## config.mk

```make
export PLATFORM = sky130hd
export DESIGN_NAME = xaddrgen_sched_flat
export DESIGN_NICKNAME = d
export VERILOG_FILES = /design/src/rtl/xaddrgen_sched_pkg.sv /design/src/rtl/xaddrgen_sched_if.sv /design/src/rtl/xags_fifo.sv /design/src/rtl/xaddrgen_sched.sv /design/src/flat_wrapper.sv
export SDC_FILE = /design/constraint.sdc
export NUM_CORES = 1
export LEC_CHECK = 0
export ABC_CLOCK_PERIOD_IN_PS = 20000
export CAP_MARGIN = 5
export CORE_MARGIN = 2
export CORE_UTILIZATION = 58
export CTS_BUF_LIST = sky130_fd_sc_hd__clkbuf_8
export DETAILED_ROUTE_END_ITERATION = 12
export PLACE_DENSITY = 0.82
export SLEW_MARGIN = 20
export SYNTH_ARGS = -nofsm -noshare
export SYNTH_HDL_FRONTEND = slang
export SYNTH_HIERARCHICAL = 1
export SYNTH_SLANG_ARGS = --single-unit
export TNS_END_PERCENT = 50
```

## constraint.sdc

```tcl
create_clock -name clk -period 20 [get_ports clk]
set_clock_uncertainty 0.2 [all_clocks]
set_input_delay 3 -clock clk [delete_from_list [all_inputs] [get_ports clk]]
set_output_delay 3 -clock clk [all_outputs]
set_load 0.1 [all_outputs]
```

## src/rtl/xaddrgen_sched_pkg.sv

```systemverilog
// Shared widths, packed-job bit offsets and FSM state type for the addrgen job sequencer.
// Producers and the config unpacker use the XAGS_* offsets, listed LSB first.
package xaddrgen_sched_pkg;

  localparam int unsigned MEM_ADDR_W = 11;
  localparam int unsigned PERIOD_W   = 10;

  localparam int unsigned XAGS_DUTY   = 0;
  localparam int unsigned XAGS_DELAY  = XAGS_DUTY + PERIOD_W;
  localparam int unsigned XAGS_START  = XAGS_DELAY + PERIOD_W;
  localparam int unsigned XAGS_ITER1  = XAGS_START + MEM_ADDR_W;
  localparam int unsigned XAGS_PER1   = XAGS_ITER1 + MEM_ADDR_W;
  localparam int unsigned XAGS_SHIFT1 = XAGS_PER1 + PERIOD_W;
  localparam int unsigned XAGS_INCR1  = XAGS_SHIFT1 + MEM_ADDR_W;
  localparam int unsigned XAGS_ITER2  = XAGS_INCR1 + MEM_ADDR_W;
  localparam int unsigned XAGS_PER2   = XAGS_ITER2 + MEM_ADDR_W;
  localparam int unsigned XAGS_SHIFT2 = XAGS_PER2 + PERIOD_W;
  localparam int unsigned XAGS_INCR2  = XAGS_SHIFT2 + MEM_ADDR_W;
  localparam int unsigned XAGS_ITER3  = XAGS_INCR2 + MEM_ADDR_W;
  localparam int unsigned XAGS_PER3   = XAGS_ITER3 + MEM_ADDR_W;
  localparam int unsigned XAGS_SHIFT3 = XAGS_PER3 + PERIOD_W;
  localparam int unsigned XAGS_INCR3  = XAGS_SHIFT3 + MEM_ADDR_W;
  localparam int unsigned XAGS_JOB_W  = XAGS_INCR3 + MEM_ADDR_W;

  function automatic int unsigned job_width(int unsigned addr_w, int unsigned per_w);
    return 5 * per_w + 10 * addr_w;
  endfunction

  typedef enum logic [2:0] {
    StIdle,
    StLoad,
    StRun,
    StArm,
    StWait
  } sched_state_e;

endpackage

```

## src/rtl/xaddrgen_sched_if.sv

```systemverilog
// Host/addrgen-facing bundle of the job sequencer. loop_mode exists only when
// XADDRGEN_SCHED_LOOP_EN is defined.
interface xaddrgen_sched_if #(
  parameter int unsigned JOB_W = 160,
  parameter int unsigned LVL_W = 3
);

  logic             en;
  logic             job_valid;
  logic             job_ready;
  logic [JOB_W-1:0] job_data;
  logic [JOB_W-1:0] ag_cfg;
  logic             ag_run;
  logic             ag_done;
  logic             busy;
  logic             job_done;
  logic [LVL_W-1:0] level;
`ifdef XADDRGEN_SCHED_LOOP_EN
  logic             loop_mode;

  modport master (
    output en, job_valid, job_data, ag_done, loop_mode,
    input  job_ready, ag_cfg, ag_run, busy, job_done, level
  );

  modport slave (
    input  en, job_valid, job_data, ag_done, loop_mode,
    output job_ready, ag_cfg, ag_run, busy, job_done, level
  );
`else
  modport master (
    output en, job_valid, job_data, ag_done,
    input  job_ready, ag_cfg, ag_run, busy, job_done, level
  );

  modport slave (
    input  en, job_valid, job_data, ag_done,
    output job_ready, ag_cfg, ag_run, busy, job_done, level
  );
`endif

endinterface

```

## src/rtl/xags_fifo.sv

```systemverilog
// DEPTH x WIDTH synchronous job FIFO with occupancy level, multi-entry pop and
// read-at-offset-from-head peek.
module xags_fifo #(
  parameter  int unsigned DEPTH = 4,
  parameter  int unsigned WIDTH = 160,
  localparam int unsigned PtrW  = $clog2(DEPTH),
  localparam int unsigned LvlW  = PtrW + 1
) (
  input  logic             clk_i,
  input  logic             rst_i,
  input  logic             push_i,
  input  logic [WIDTH-1:0] push_data_i,
  input  logic [LvlW-1:0]  pop_cnt_i,
  input  logic [PtrW-1:0]  peek_off_i,
  output logic [WIDTH-1:0] peek_data_o,
  output logic [LvlW-1:0]  level_o,
  output logic             full_o
);

  logic [WIDTH-1:0] mem_q [DEPTH];
  logic [PtrW-1:0]  wr_ptr_q, wr_ptr_d;
  logic [PtrW-1:0]  rd_ptr_q, rd_ptr_d;
  logic [LvlW-1:0]  level_q, level_d;
  logic [PtrW-1:0]  peek_idx;
  logic             push_ok;

  assign full_o      = (level_q == LvlW'(DEPTH));
  assign push_ok     = push_i & ~full_o;
  assign peek_idx    = rd_ptr_q + peek_off_i;
  assign peek_data_o = mem_q[peek_idx];
  assign level_o     = level_q;

  // DEPTH is a power of two, so pointer arithmetic wraps for free.
  always_comb begin
    wr_ptr_d = wr_ptr_q + PtrW'(push_ok);
    rd_ptr_d = rd_ptr_q + pop_cnt_i[PtrW-1:0];
    level_d  = level_q + LvlW'(push_ok) - pop_cnt_i;
  end

  always_ff @(posedge clk_i) begin
    if (rst_i) begin
      wr_ptr_q <= '0;
      rd_ptr_q <= '0;
      level_q  <= '0;
    end else begin
      wr_ptr_q <= wr_ptr_d;
      rd_ptr_q <= rd_ptr_d;
      level_q  <= level_d;
    end
  end

  always_ff @(posedge clk_i) begin
    if (push_ok) begin
      mem_q[wr_ptr_q] <= push_data_i;
    end
  end

endmodule

```

## src/rtl/xaddrgen_sched.sv

```systemverilog
// Job sequencer for xaddrgen3: queues packed configs, loads, pulses run, waits done.
// Define XADDRGEN_SCHED_LOOP_EN to add loop_mode (replay the queue instead of popping).
module xaddrgen_sched
  import xaddrgen_sched_pkg::*;
#(
  parameter  int unsigned ADDR_W = MEM_ADDR_W,
  parameter  int unsigned PER_W  = PERIOD_W,
  parameter  int unsigned DEPTH  = 4,
  localparam int unsigned JOB_W  = job_width(ADDR_W, PER_W),
  localparam int unsigned PtrW   = $clog2(DEPTH),
  localparam int unsigned LvlW   = PtrW + 1
) (
  input logic              clk,
  input logic              rst,
  xaddrgen_sched_if.slave  bus
);

  sched_state_e     state_q, state_d;
  logic [JOB_W-1:0] cfg_q, cfg_d;
  logic [PtrW-1:0]  play_q, play_d;
  logic [LvlW-1:0]  pop_cnt;
  logic [LvlW-1:0]  level;
  logic [JOB_W-1:0] peek_data;
  logic             full;
  logic             ag_run;
  logic             job_done;

  xags_fifo #(
    .DEPTH (DEPTH),
    .WIDTH (JOB_W)
  ) u_fifo (
    .clk_i       (clk),
    .rst_i       (rst),
    .push_i      (bus.job_valid),
    .push_data_i (bus.job_data),
    .pop_cnt_i   (pop_cnt),
    .peek_off_i  (play_q),
    .peek_data_o (peek_data),
    .level_o     (level),
    .full_o      (full)
  );

  always_comb begin
    state_d  = state_q;
    cfg_d    = cfg_q;
    play_d   = play_q;
    pop_cnt  = '0;
    ag_run   = 1'b0;
    job_done = 1'b0;
    unique case (state_q)
      StIdle: begin
        if (bus.en && (level != '0)) begin
          state_d = StLoad;
        end
      end
      StLoad: begin
        cfg_d   = peek_data;
        state_d = StRun;
      end
      StRun: begin
        ag_run  = 1'b1;
        state_d = StArm;
      end
      // A done still high from the previous job must not complete this one.
      StArm: begin
        state_d = StWait;
      end
      StWait: begin
        if (bus.ag_done) begin
          job_done = 1'b1;
          state_d  = StIdle;
`ifdef XADDRGEN_SCHED_LOOP_EN
          if (bus.loop_mode) begin
            if (LvlW'(play_q) + LvlW'(1) >= level) begin
              play_d = '0;
            end else begin
              play_d = play_q + PtrW'(1);
            end
          end else begin
            // Leaving loop mode drops every entry up to and including the one just played.
            pop_cnt = LvlW'(play_q) + LvlW'(1);
            play_d  = '0;
          end
`else
          pop_cnt = LvlW'(play_q) + LvlW'(1);
          play_d  = '0;
`endif
        end
      end
      default: begin
        state_d = StIdle;
      end
    endcase
  end

  always_ff @(posedge clk) begin
    if (rst) begin
      state_q <= StIdle;
      cfg_q   <= '0;
      play_q  <= '0;
    end else begin
      state_q <= state_d;
      cfg_q   <= cfg_d;
      play_q  <= play_d;
    end
  end

  assign bus.job_ready = ~full;
  assign bus.ag_cfg    = cfg_q;
  assign bus.ag_run    = ag_run;
  assign bus.busy      = (state_q != StIdle);
  assign bus.job_done  = job_done;
  assign bus.level     = level;

endmodule

```

## src/flat_wrapper.sv

```systemverilog
// flat-port wrapper written by rule: the top's interface ports become plain ports
module xaddrgen_sched_flat import xaddrgen_sched_pkg::*;
#(
  parameter  int unsigned ADDR_W = MEM_ADDR_W,
  parameter  int unsigned PER_W  = PERIOD_W,
  parameter  int unsigned DEPTH  = 4,
  localparam int unsigned JOB_W  = job_width(ADDR_W, PER_W),
  localparam int unsigned PtrW   = $clog2(DEPTH),
  localparam int unsigned LvlW   = PtrW + 1
)
  (clk, rst, bus_en, bus_job_valid, bus_job_data, bus_ag_done, bus_job_ready, bus_ag_cfg, bus_ag_run, bus_busy, bus_job_done, bus_level);
  xaddrgen_sched_if #(.JOB_W((XAGS_JOB_W)), .LVL_W(($clog2(DEPTH) + 1))) bus_i ();
  input logic clk;
  input logic rst;
  input wire logic [$bits(bus_i.en)-1:0] bus_en;
  input wire logic [$bits(bus_i.job_valid)-1:0] bus_job_valid;
  input wire logic [$bits(bus_i.job_data)-1:0] bus_job_data;
  input wire logic [$bits(bus_i.ag_done)-1:0] bus_ag_done;
  output wire logic [$bits(bus_i.job_ready)-1:0] bus_job_ready;
  output wire logic [$bits(bus_i.ag_cfg)-1:0] bus_ag_cfg;
  output wire logic [$bits(bus_i.ag_run)-1:0] bus_ag_run;
  output wire logic [$bits(bus_i.busy)-1:0] bus_busy;
  output wire logic [$bits(bus_i.job_done)-1:0] bus_job_done;
  output wire logic [$bits(bus_i.level)-1:0] bus_level;
  assign bus_i.en = bus_en;
  assign bus_i.job_valid = bus_job_valid;
  assign bus_i.job_data = bus_job_data;
  assign bus_i.ag_done = bus_ag_done;
  assign bus_job_ready = bus_i.job_ready;
  assign bus_ag_cfg = bus_i.ag_cfg;
  assign bus_ag_run = bus_i.ag_run;
  assign bus_busy = bus_i.busy;
  assign bus_job_done = bus_i.job_done;
  assign bus_level = bus_i.level;
  xaddrgen_sched #(.ADDR_W(ADDR_W), .PER_W(PER_W), .DEPTH(DEPTH)) u_core (.clk(clk), .rst(rst), .bus(bus_i));
endmodule
```

==> results.txt, run 1 <==
----------------------------------------------------
[Yosys]
  Synth Register Bits ... 810
  Mapped cell area ... 0.0307 mm^2
  Post-synth cell types ... 30
  Area share of the largest cell type after synthesis ... between 60% and 70%
  Most area-hungry cell type in the Yosys netlist ... sky130_fd_sc_hd__edfxtp_1
  Warning count from the yosys run ... 6
  Per-instance average area after synthesis ... 19.4 um^2
  Mapped Cells ... 1587
  Main area contributors after synthesis ... sky130_fd_sc_hd__edfxtp_1, sky130_fd_sc_hd__mux4_2, sky130_fd_sc_hd__dfxtp_1, sky130_fd_sc_hd__nand2b_1, sky130_fd_sc_hd__mux2i_1
  Post-synthesis sequential area ratio ... 73.6%

[Placed design]
  Count of input and output buffers ... 331
  Detailed Place HPWL ... ~35000 um
  Cell area reported after detailed placement ... 0.0346 mm^2
  Global placement routability congestion ... ~0.75
  Total placed cells including tap cells ... 2540

[Critical path]
  Arrival time worst endpoint ... 5.26 ns
  Depth of the most critical reg-to-reg path ... 7
  Library cell contributing the largest single delay on the critical path ... sky130_fd_sc_hd__clkdlybuf4s50_1
  Cell repeated most along the worst path ... sky130_fd_sc_hd__clkdlybuf4s50_1
  Critical-path maximum fanout ... 3
  Launch instance of the worst register-to-register path ... u_core/u_fifo/rd_ptr_q[0]
  Register-to-Register Setup Slack ... about 16 ns
  Capture instance of the worst register-to-register path ... u_core/bus.ag_cfg[97]
  Biggest cell delay along the critical path ... 1.31 ns
  Req. time, crit path ... 16.80 ns
  Cells along the critical path ... clkdlybuf4s50_1, nand2_1, nor3_1, clkdlybuf4s50_1
  Path type of the worst setup path ... in2out
  Startpoint type of the worst setup path ... primary input
  Critical path endpoint category ... output port

[Global routing]
  Antenna violations before repair ... 12
  First-pass GRT wire length ... 92200 um
  Largest net degree at the start of global routing ... 161
  Global route overflow ... 0
  Global routing usage summed across all routing layers ... approximately 22%
  Via count of the first global-routing pass ... between 15000 and 20000

[Timing]
  Minimum clock period ... 8.46 ns
  Final number of max-transition violations ... 0
  Max-slew headroom at the worst pin ... 21.9%
  Setup violations, final ... 0
  Achievable Freq ... 0.118 GHz
  Count of final hold-check violations ... 0
  Final TNS setup ... 0 ns
  Worst slew pin tran ... 1.17 ns
  Setup repair after global routing missed its margin ... false
  Final period utilization ... 42.3%

[Drt]
  Detailed Route Iter0 Violations ... 1009
  Final wirelength ... 61200 um
  Vias ... 15300
  Count of nets left with antenna violations after detail routing ... 0
  Total DRC errors in the routed layout ... 0
  First-pass iteration count of the detailed router ... 5
  Routed WL per cell ... 22.1 um
  Average via count per standard cell ... 5.50

[Worst hold path]
  Worst hold start ... u_core/bus.ag_cfg[43]
  Class of the tightest hold or removal check ... reg2reg
  Cell depth of the worst hold path ... 2
  Hold-critical path endpoint ... u_core/bus.ag_cfg[43]

[Cells and area]
  Number of nets in the final layout ... 2148
  # fillers ... between 3000 and 4000
  Synth-to-Final Area Change ... 20.2%
  Post-route cell area ... 0.0370 mm^2
  Fin cells ... 2775
  Layout cells sized above 1 ... 16.8%

[Floorplanning]
  Starting density of the core ... 58.6%
  Die area ... 0.0548 mm^2
  Die width ... 234 um
  Area of the core region ... roughly 0.052 mm^2
  Height of the die ... roughly 230 um
  Top-level I/O count ... 332
  Number of rows created at floorplan ... 84

[Clock tree]
  CTS sink cnt ... 810
  Clock tree from TritonCTS ... built
  Num CTS Buffers ... 120
  Clock Latency Late Sink ... 0.71 ns
  Hold buffer count at CTS ... 0
  Maximum number of buffers from clock root to sink ... 3
  Worst-path clk slew ... about 0.06 ns
  Clock root buffer master ... sky130_fd_sc_hd__clkbuf_8
  H-tree levels ... 3
  Total of cells resized after clock tree synthesis ... 0
  Count of buffers added by post-CTS timing repair for setup ... 0

[Power and ir drop]
  Power, Total ... 4.40 mW
  Leakage power ... 12.3 nW
  Peak supply drop ... 0.0809 mV
  Power density cells ... 119 mW/mm^2

[Run]
  Max-cap viol count ... 0

[Outcome]
  Run status ... finished, final reports clean

----------------------------------------------------
power by group:
part | total (mW) | internal (mW) | switching [mW]
sequential | 2.10 | 2.03 | 0.0684
clock | 1.26 | 0.650 | 0.607
combinational | 1.04 | 0.317 | 0.727
logic make-up after synthesis:
logic type                 synth area share [%]
DFF                                        73.6
other                                    0.0122
adders and majority gates                 0.309
muxes                                      16.9
xor gates and xnor gates                  0.281
and+or+nand+nor                            6.94
buffers and inverters                      1.84
AOI/OAI and AO/OA                        0.0692
worst max path at each step:
stage	slack [ns]	from	end	cells after the start
2_1_floorplan	4.16	bus_job_valid	u_core/u_fifo/mem_q[1][0]	2
3_3_place_gp	11.52	bus_ag_done	bus_job_done	4
3_5_place_dp	11.51	bus_ag_done	bus_job_done	4
4_1_cts	11.51	bus_ag_done	bus_job_done	4
5_1_grt	11.43	bus_ag_done	bus_job_done	4
6_report	11.54	bus_ag_done	bus_job_done	4
cell type report:
type	instances	area [um^2]	share of cell area, %
sequential	810	22600	61.2
multi-input combinational	685	7610	20.6
timing repair buffer	353	3520	9.51
clock buffer	137	1890	5.10
tap	688	861	2.33
clock inverter	90	425	1.15
inverter	6	22.5	0.0609
antenna	6	15.0	0.0406
cell usage after synthesis:
cell	instances
sky130_fd_sc_hd__edfxtp_1	640
sky130_fd_sc_hd__buf_4	8
sky130_fd_sc_hd__inv_1	6
sky130_fd_sc_hd__xnor2_1	5
sky130_fd_sc_hd__xor2_1	3
sky130_fd_sc_hd__o31ai_1	1
sky130_fd_sc_hd__a21oi_1	1
sky130_fd_sc_hd__nor3_1	4
sky130_fd_sc_hd__nor3b_1	3
sky130_fd_sc_hd__buf_6	1
sky130_fd_sc_hd__conb_1	1
sky130_fd_sc_hd__or3_1	1
sky130_fd_sc_hd__nor2b_1	4
sky130_fd_sc_hd__xnor2_2	1
sky130_fd_sc_hd__nand3b_1	1
sky130_fd_sc_hd__fa_1	1
sky130_fd_sc_hd__and3_1	1
sky130_fd_sc_hd__a2111oi_0	1
sky130_fd_sc_hd__nor3b_2	1
sky130_fd_sc_hd__mux4_2	160
sky130_fd_sc_hd__mux2i_1	160
sky130_fd_sc_hd__nand2_1	1
sky130_fd_sc_hd__or4b_1	1
sky130_fd_sc_hd__buf_8	11
sky130_fd_sc_hd__clkbuf_1	34
sky130_fd_sc_hd__ha_1	6
sky130_fd_sc_hd__buf_2	36
sky130_fd_sc_hd__nand2b_1	321
sky130_fd_sc_hd__nor2_1	3
sky130_fd_sc_hd__dfxtp_1	170
through the flow:
stage | util [%] | worst slack [ns] | hold slack (ns)
2_1_floorplan | - | 4.16 | 0.314
3_3_place_gp | 66.0 | 11.52 | 0.257
3_5_place_dp | 66.0 | 11.51 | 0.262
4_1_cts | 70.4 | 11.51 | 0.275
5_1_grt | 70.4 | 11.43 | 0.288
6_report | 70.5 | 11.54 | 0.271
cell usage in the layout (no fill, tap or decap), types with 2 or more instances in the layout:
| cell type | count |
|---|---|
| sky130_fd_sc_hd__nor3_1 | 3 |
| sky130_fd_sc_hd__nor3b_2 | 2 |
| sky130_fd_sc_hd__nor2_1 | 3 |
| sky130_fd_sc_hd__clkinv_1 | 7 |
| sky130_fd_sc_hd__clkinvlp_4 | 2 |
| sky130_fd_sc_hd__buf_4 | 19 |
| sky130_fd_sc_hd__xnor2_1 | 5 |
| sky130_fd_sc_hd__conb_1 | 5 |
| sky130_fd_sc_hd__clkbuf_8 | 137 |
| sky130_fd_sc_hd__bufinv_16 | 2 |
| sky130_fd_sc_hd__nor2b_1 | 4 |
| sky130_fd_sc_hd__ha_1 | 5 |
| sky130_fd_sc_hd__xor2_1 | 3 |
| sky130_fd_sc_hd__mux4_2 | 160 |
| sky130_fd_sc_hd__diode_2 | 6 |
| sky130_fd_sc_hd__inv_1 | 66 |
| sky130_fd_sc_hd__dfxtp_1 | 170 |
| sky130_fd_sc_hd__clkdlybuf4s50_1 | 330 |
| sky130_fd_sc_hd__buf_6 | 2 |
| sky130_fd_sc_hd__nand2b_1 | 321 |
| sky130_fd_sc_hd__clkinv_2 | 18 |
| sky130_fd_sc_hd__mux2i_1 | 160 |
| sky130_fd_sc_hd__edfxtp_1 | 640 |
routing by layer:
layer	global-route usage, %	share of wire [%]	up-vias
met5	0	0.16	-
met4	9.08	2.7	16
met1	27.2	39	7810
met3	6.44	6.8	120
li1	-	-	6901
met2	38.1	51	416
critical path: cells and delay by family:
family	cells	cell delay, ns
buf+inv	2	1.81
simple gates	2	0.44
state kept, by name, indices dropped and copies added, names as in the netlist:
register,count
u_core/bus.ag_cfg,160
u_core/state_q,3
u_core/u_fifo/level_o,3
u_core/u_fifo/mem_q,640
u_core/u_fifo/rd_ptr_q,2
u_core/u_fifo/wr_ptr_q,2
No activity file was read; power rests on OpenSTA's default activity.
==> run 2, diff against run 1 <==
--- a/config.mk
+++ b/config.mk
@@ -5,7 +5,7 @@
 export SDC_FILE = /design/constraint.sdc
 export NUM_CORES = 1
 export LEC_CHECK = 0
-export ABC_CLOCK_PERIOD_IN_PS = 20000
+export ABC_CLOCK_PERIOD_IN_PS = 8770
 export CAP_MARGIN = 5
 export CORE_MARGIN = 2
 export CORE_UTILIZATION = 58
==> constraint.sdc (replaced) <==
create_clock -name clk -period 8.77 [get_ports clk]
set_clock_uncertainty 0.2 [all_clocks]
set_input_delay 1.3155 -clock clk [delete_from_list [all_inputs] [get_ports clk]]
set_output_delay 1.3155 -clock clk [all_outputs]
set_load 0.1 [all_outputs]
==> results.txt, run 2 (synthesis gave the netlist of run 1 again) <==
----------------------------------------------------
[Critical path]
  Register-to-Register Setup Slack ... 5.52 ns (-10.89 ns)
  Startpoint type of the worst setup path ... primary input
  Depth of the most critical reg-to-reg path ... 5 (-2)
  Arrival time worst endpoint ... 3.56 ns (-1.70 ns)
  Cell repeated most along the worst path ... sky130_fd_sc_hd__clkdlybuf4s50_1
  Critical path endpoint category ... output port
  Biggest cell delay along the critical path ... 1.32 ns (about the same)
  Cells along the critical path ... clkdlybuf4s50_1, nand2_1, nor3_1, clkdlybuf4s50_1
  Critical-path maximum fanout ... 3 (unchanged)
  Library cell contributing the largest single delay on the critical path ... sky130_fd_sc_hd__clkdlybuf4s50_1
  Path type of the worst setup path ... in2out
  Launch instance of the worst register-to-register path ... u_core/u_fifo/level_o[1]
  Capture instance of the worst register-to-register path ... u_core/u_fifo/mem_q[3][105]
  Req. time, crit path ... 7.25 ns (-9.55 ns)

[Drt]
  Detailed Route Iter0 Violations ... 930 (-7.8%)
  Average via count per standard cell ... 5.53 (+0.51%)
  Count of nets left with antenna violations after detail routing ... 0 (unchanged)
  Routed WL per cell ... 22.0 um (-0.23%)
  Final wirelength ... 60900 um (-0.59%)
  Total DRC errors in the routed layout ... 0 (unchanged)
  Vias ... 15300 (+0.15%)
  First-pass iteration count of the detailed router ... 4 (-1)

[Floorplanning]
  Starting density of the core ... 58.6% (unchanged)
  Area of the core region ... 0.0524 mm^2 (unchanged)
  Top-level I/O count ... 332 (unchanged)
  Height of the die ... 234 um (unchanged)
  Die area ... 0.0548 mm^2 (unchanged)
  Die width ... 234 um (unchanged)
  Number of rows created at floorplan ... 84 (unchanged)

[Timing]
  Count of final hold-check violations ... 0 (unchanged)
  Achievable Freq ... 0.197 GHz
  Setup violations, final ... 0 (unchanged)
  Minimum clock period ... between 5 and 6 ns
  Final period utilization ... 57.9%
  Setup repair after global routing missed its margin ... false
  Final number of max-transition violations ... 0 (unchanged)
  Max-slew headroom at the worst pin ... 21.7% (-0.24 points)
  Worst slew pin tran ... 1.17 ns (+0.00360 ns)

[Global routing]
  Global routing usage summed across all routing layers ... 22.4% (about the same)
  Largest net degree at the start of global routing ... 161 (unchanged)
  Via count of the first global-routing pass ... 16400 (-0.59%)
  First-pass GRT wire length ... 92000 um (-0.27%)
  Antenna violations before repair ... 12 (unchanged)
  Global route overflow ... 0 (unchanged)

[Clock tree]
  Total of cells resized after clock tree synthesis ... 0 (unchanged)
  CTS sink cnt ... 810 (unchanged)
  Hold buffer count at CTS ... 0 (unchanged)
  H-tree levels ... 3 (unchanged)
  Clock Latency Late Sink ... 0.71 ns (about the same)
  Clock root buffer master ... sky130_fd_sc_hd__clkbuf_8
  Num CTS Buffers ... 120 (unchanged)
  Clock tree from TritonCTS ... built
  Count of buffers added by post-CTS timing repair for setup ... 0 (unchanged)
  Worst-path clk slew ... 0.06 ns (about the same)
  Maximum number of buffers from clock root to sink ... 3 (unchanged)

[Cells and area]
  Layout cells sized above 1 ... 16.0% (-0.82 points)
  Post-route cell area ... 0.0369 mm^2 (about the same)
  Final cell utilization of the core ... 70.4% (about the same)
  Leading cell types in the layout, fill and taps excluded ... sky130_fd_sc_hd__edfxtp_1, sky130_fd_sc_hd__clkdlybuf4s50_1, sky130_fd_sc_hd__nand2b_1
  Most common cell after layout, fill and taps aside ... sky130_fd_sc_hd__edfxtp_1
  Number of flip-flops under the largest register name ... 640 (unchanged)
  Number of nets in the final layout ... 2139 (-0.42%)
  Top reg by flops ... u_core/u_fifo/mem_q
  Synth-to-Final Area Change ... 20.2% (about the same)

[Placed design]
  Count of input and output buffers ... 331 (unchanged)
  Detailed Place HPWL ... 33400 um (-4.6%)
  Global placement routability congestion ... 0.728 (-3.4%)
  Cell area reported after detailed placement ... 0.0346 mm^2 (about the same)

[Run]
  Max-cap viol count ... 0 (unchanged)

[Worst hold path]
  Hold-critical path endpoint ... u_core/bus.ag_cfg[148]
  Class of the tightest hold or removal check ... reg2reg
  Cell depth of the worst hold path ... 2 (unchanged)
  Worst hold start ... u_core/bus.ag_cfg[148]

[Power and ir drop]
  Power density cells ... 271 mW/mm^2 (+130%)
  Leakage power ... 12.2 nW (-0.49%)
  Peak supply drop ... 0.231 mV (+190%)

[Outcome]
  Run status ... finished, final reports clean

----------------------------------------------------
## run 2: cell types whose count changed in the layout (fill, tap and decap cells not counted), moves of 2 or more
cell	before	now
sky130_fd_sc_hd__diode_2	6	8
sky130_fd_sc_hd__clkinv_2	18	7
sky130_fd_sc_hd__buf_12	1	7
sky130_fd_sc_hd__inv_8	0	2
sky130_fd_sc_hd__clkinv_1	7	15
sky130_fd_sc_hd__buf_4	19	6
## run 2: area by class of cell
type / instances / area (um^2)
multi-input cells: 685 / 7610
flip-flops and latches: 810 / 22600
fillers: 3183 / 15500
repair buffers: 344 / 3500
inverters: 6 / 22.5
diodes: 8 / 20.0
well taps: 688 / 861
clock inverters: 88 / 420
clock buffers: 136 / 1870
## run 2: worst max-delay path, delay by kind of cell
kind	cells	cell delay, ns
simple gates	2	0.42
buf+inv	2	1.81
## run 2: report_power, final
| group | switching, mW | total [mW] | internal, mW |
|---|---|---|---|
| Clock | 1.37 | 2.84 | 1.47 |
| Combinational | 1.65 | 2.37 | 0.723 |
| Sequential | 0.165 | 4.80 | 4.64 |
| Total | 3.18 | 10.0 | 6.83 |
## run 2: per-layer routing
metal | track usage [%] | wire [um] | up-vias
li1 | - | - | 6883
met2 | 38.0 | 31100 | 443
met3 | 6.01 | 3840 | 121
met5 | 0 | 114 | -
met4 | 8.01 | 1590 | 16
met1 | 28.0 | 24200 | 7823
## run 2: per-stage QoR
| step | TNS [ns] | cells | hold WS, ns | worst slack, ns | power, mW |
|---|---|---|---|---|---|
| after global routing | 0 | 2763 | 0.296 | 3.61 | 10.4 |
| after global placement | 0 | 2532 | 0.257 | 3.69 | 7.21 |
| after floorplan | -2443.88 | 1591 | 0.314 | -5.39 | 6.75 |
| final | 0 | 2765 | 0.270 | 3.70 | 10.0 |
| after detailed placement | 0 | 2532 | 0.260 | 3.69 | 7.27 |
| after CTS | 0 | 2756 | 0.276 | 3.69 | 10.1 |
## run 2: how the worst max path moves through the flow
stage / endpoint / start / slack (ns) / depth (start not counted)
2_1_floorplan: u_core/u_fifo/mem_q[1][0] / bus_job_valid / -5.39 / 2
3_3_place_gp: bus_job_done / bus_ag_done / 3.69 / 4
3_5_place_dp: bus_job_done / bus_ag_done / 3.69 / 4
4_1_cts: bus_job_done / bus_ag_done / 3.69 / 4
5_1_grt: bus_job_done / bus_ag_done / 3.61 / 4
6_report: bus_job_done / bus_ag_done / 3.70 / 4
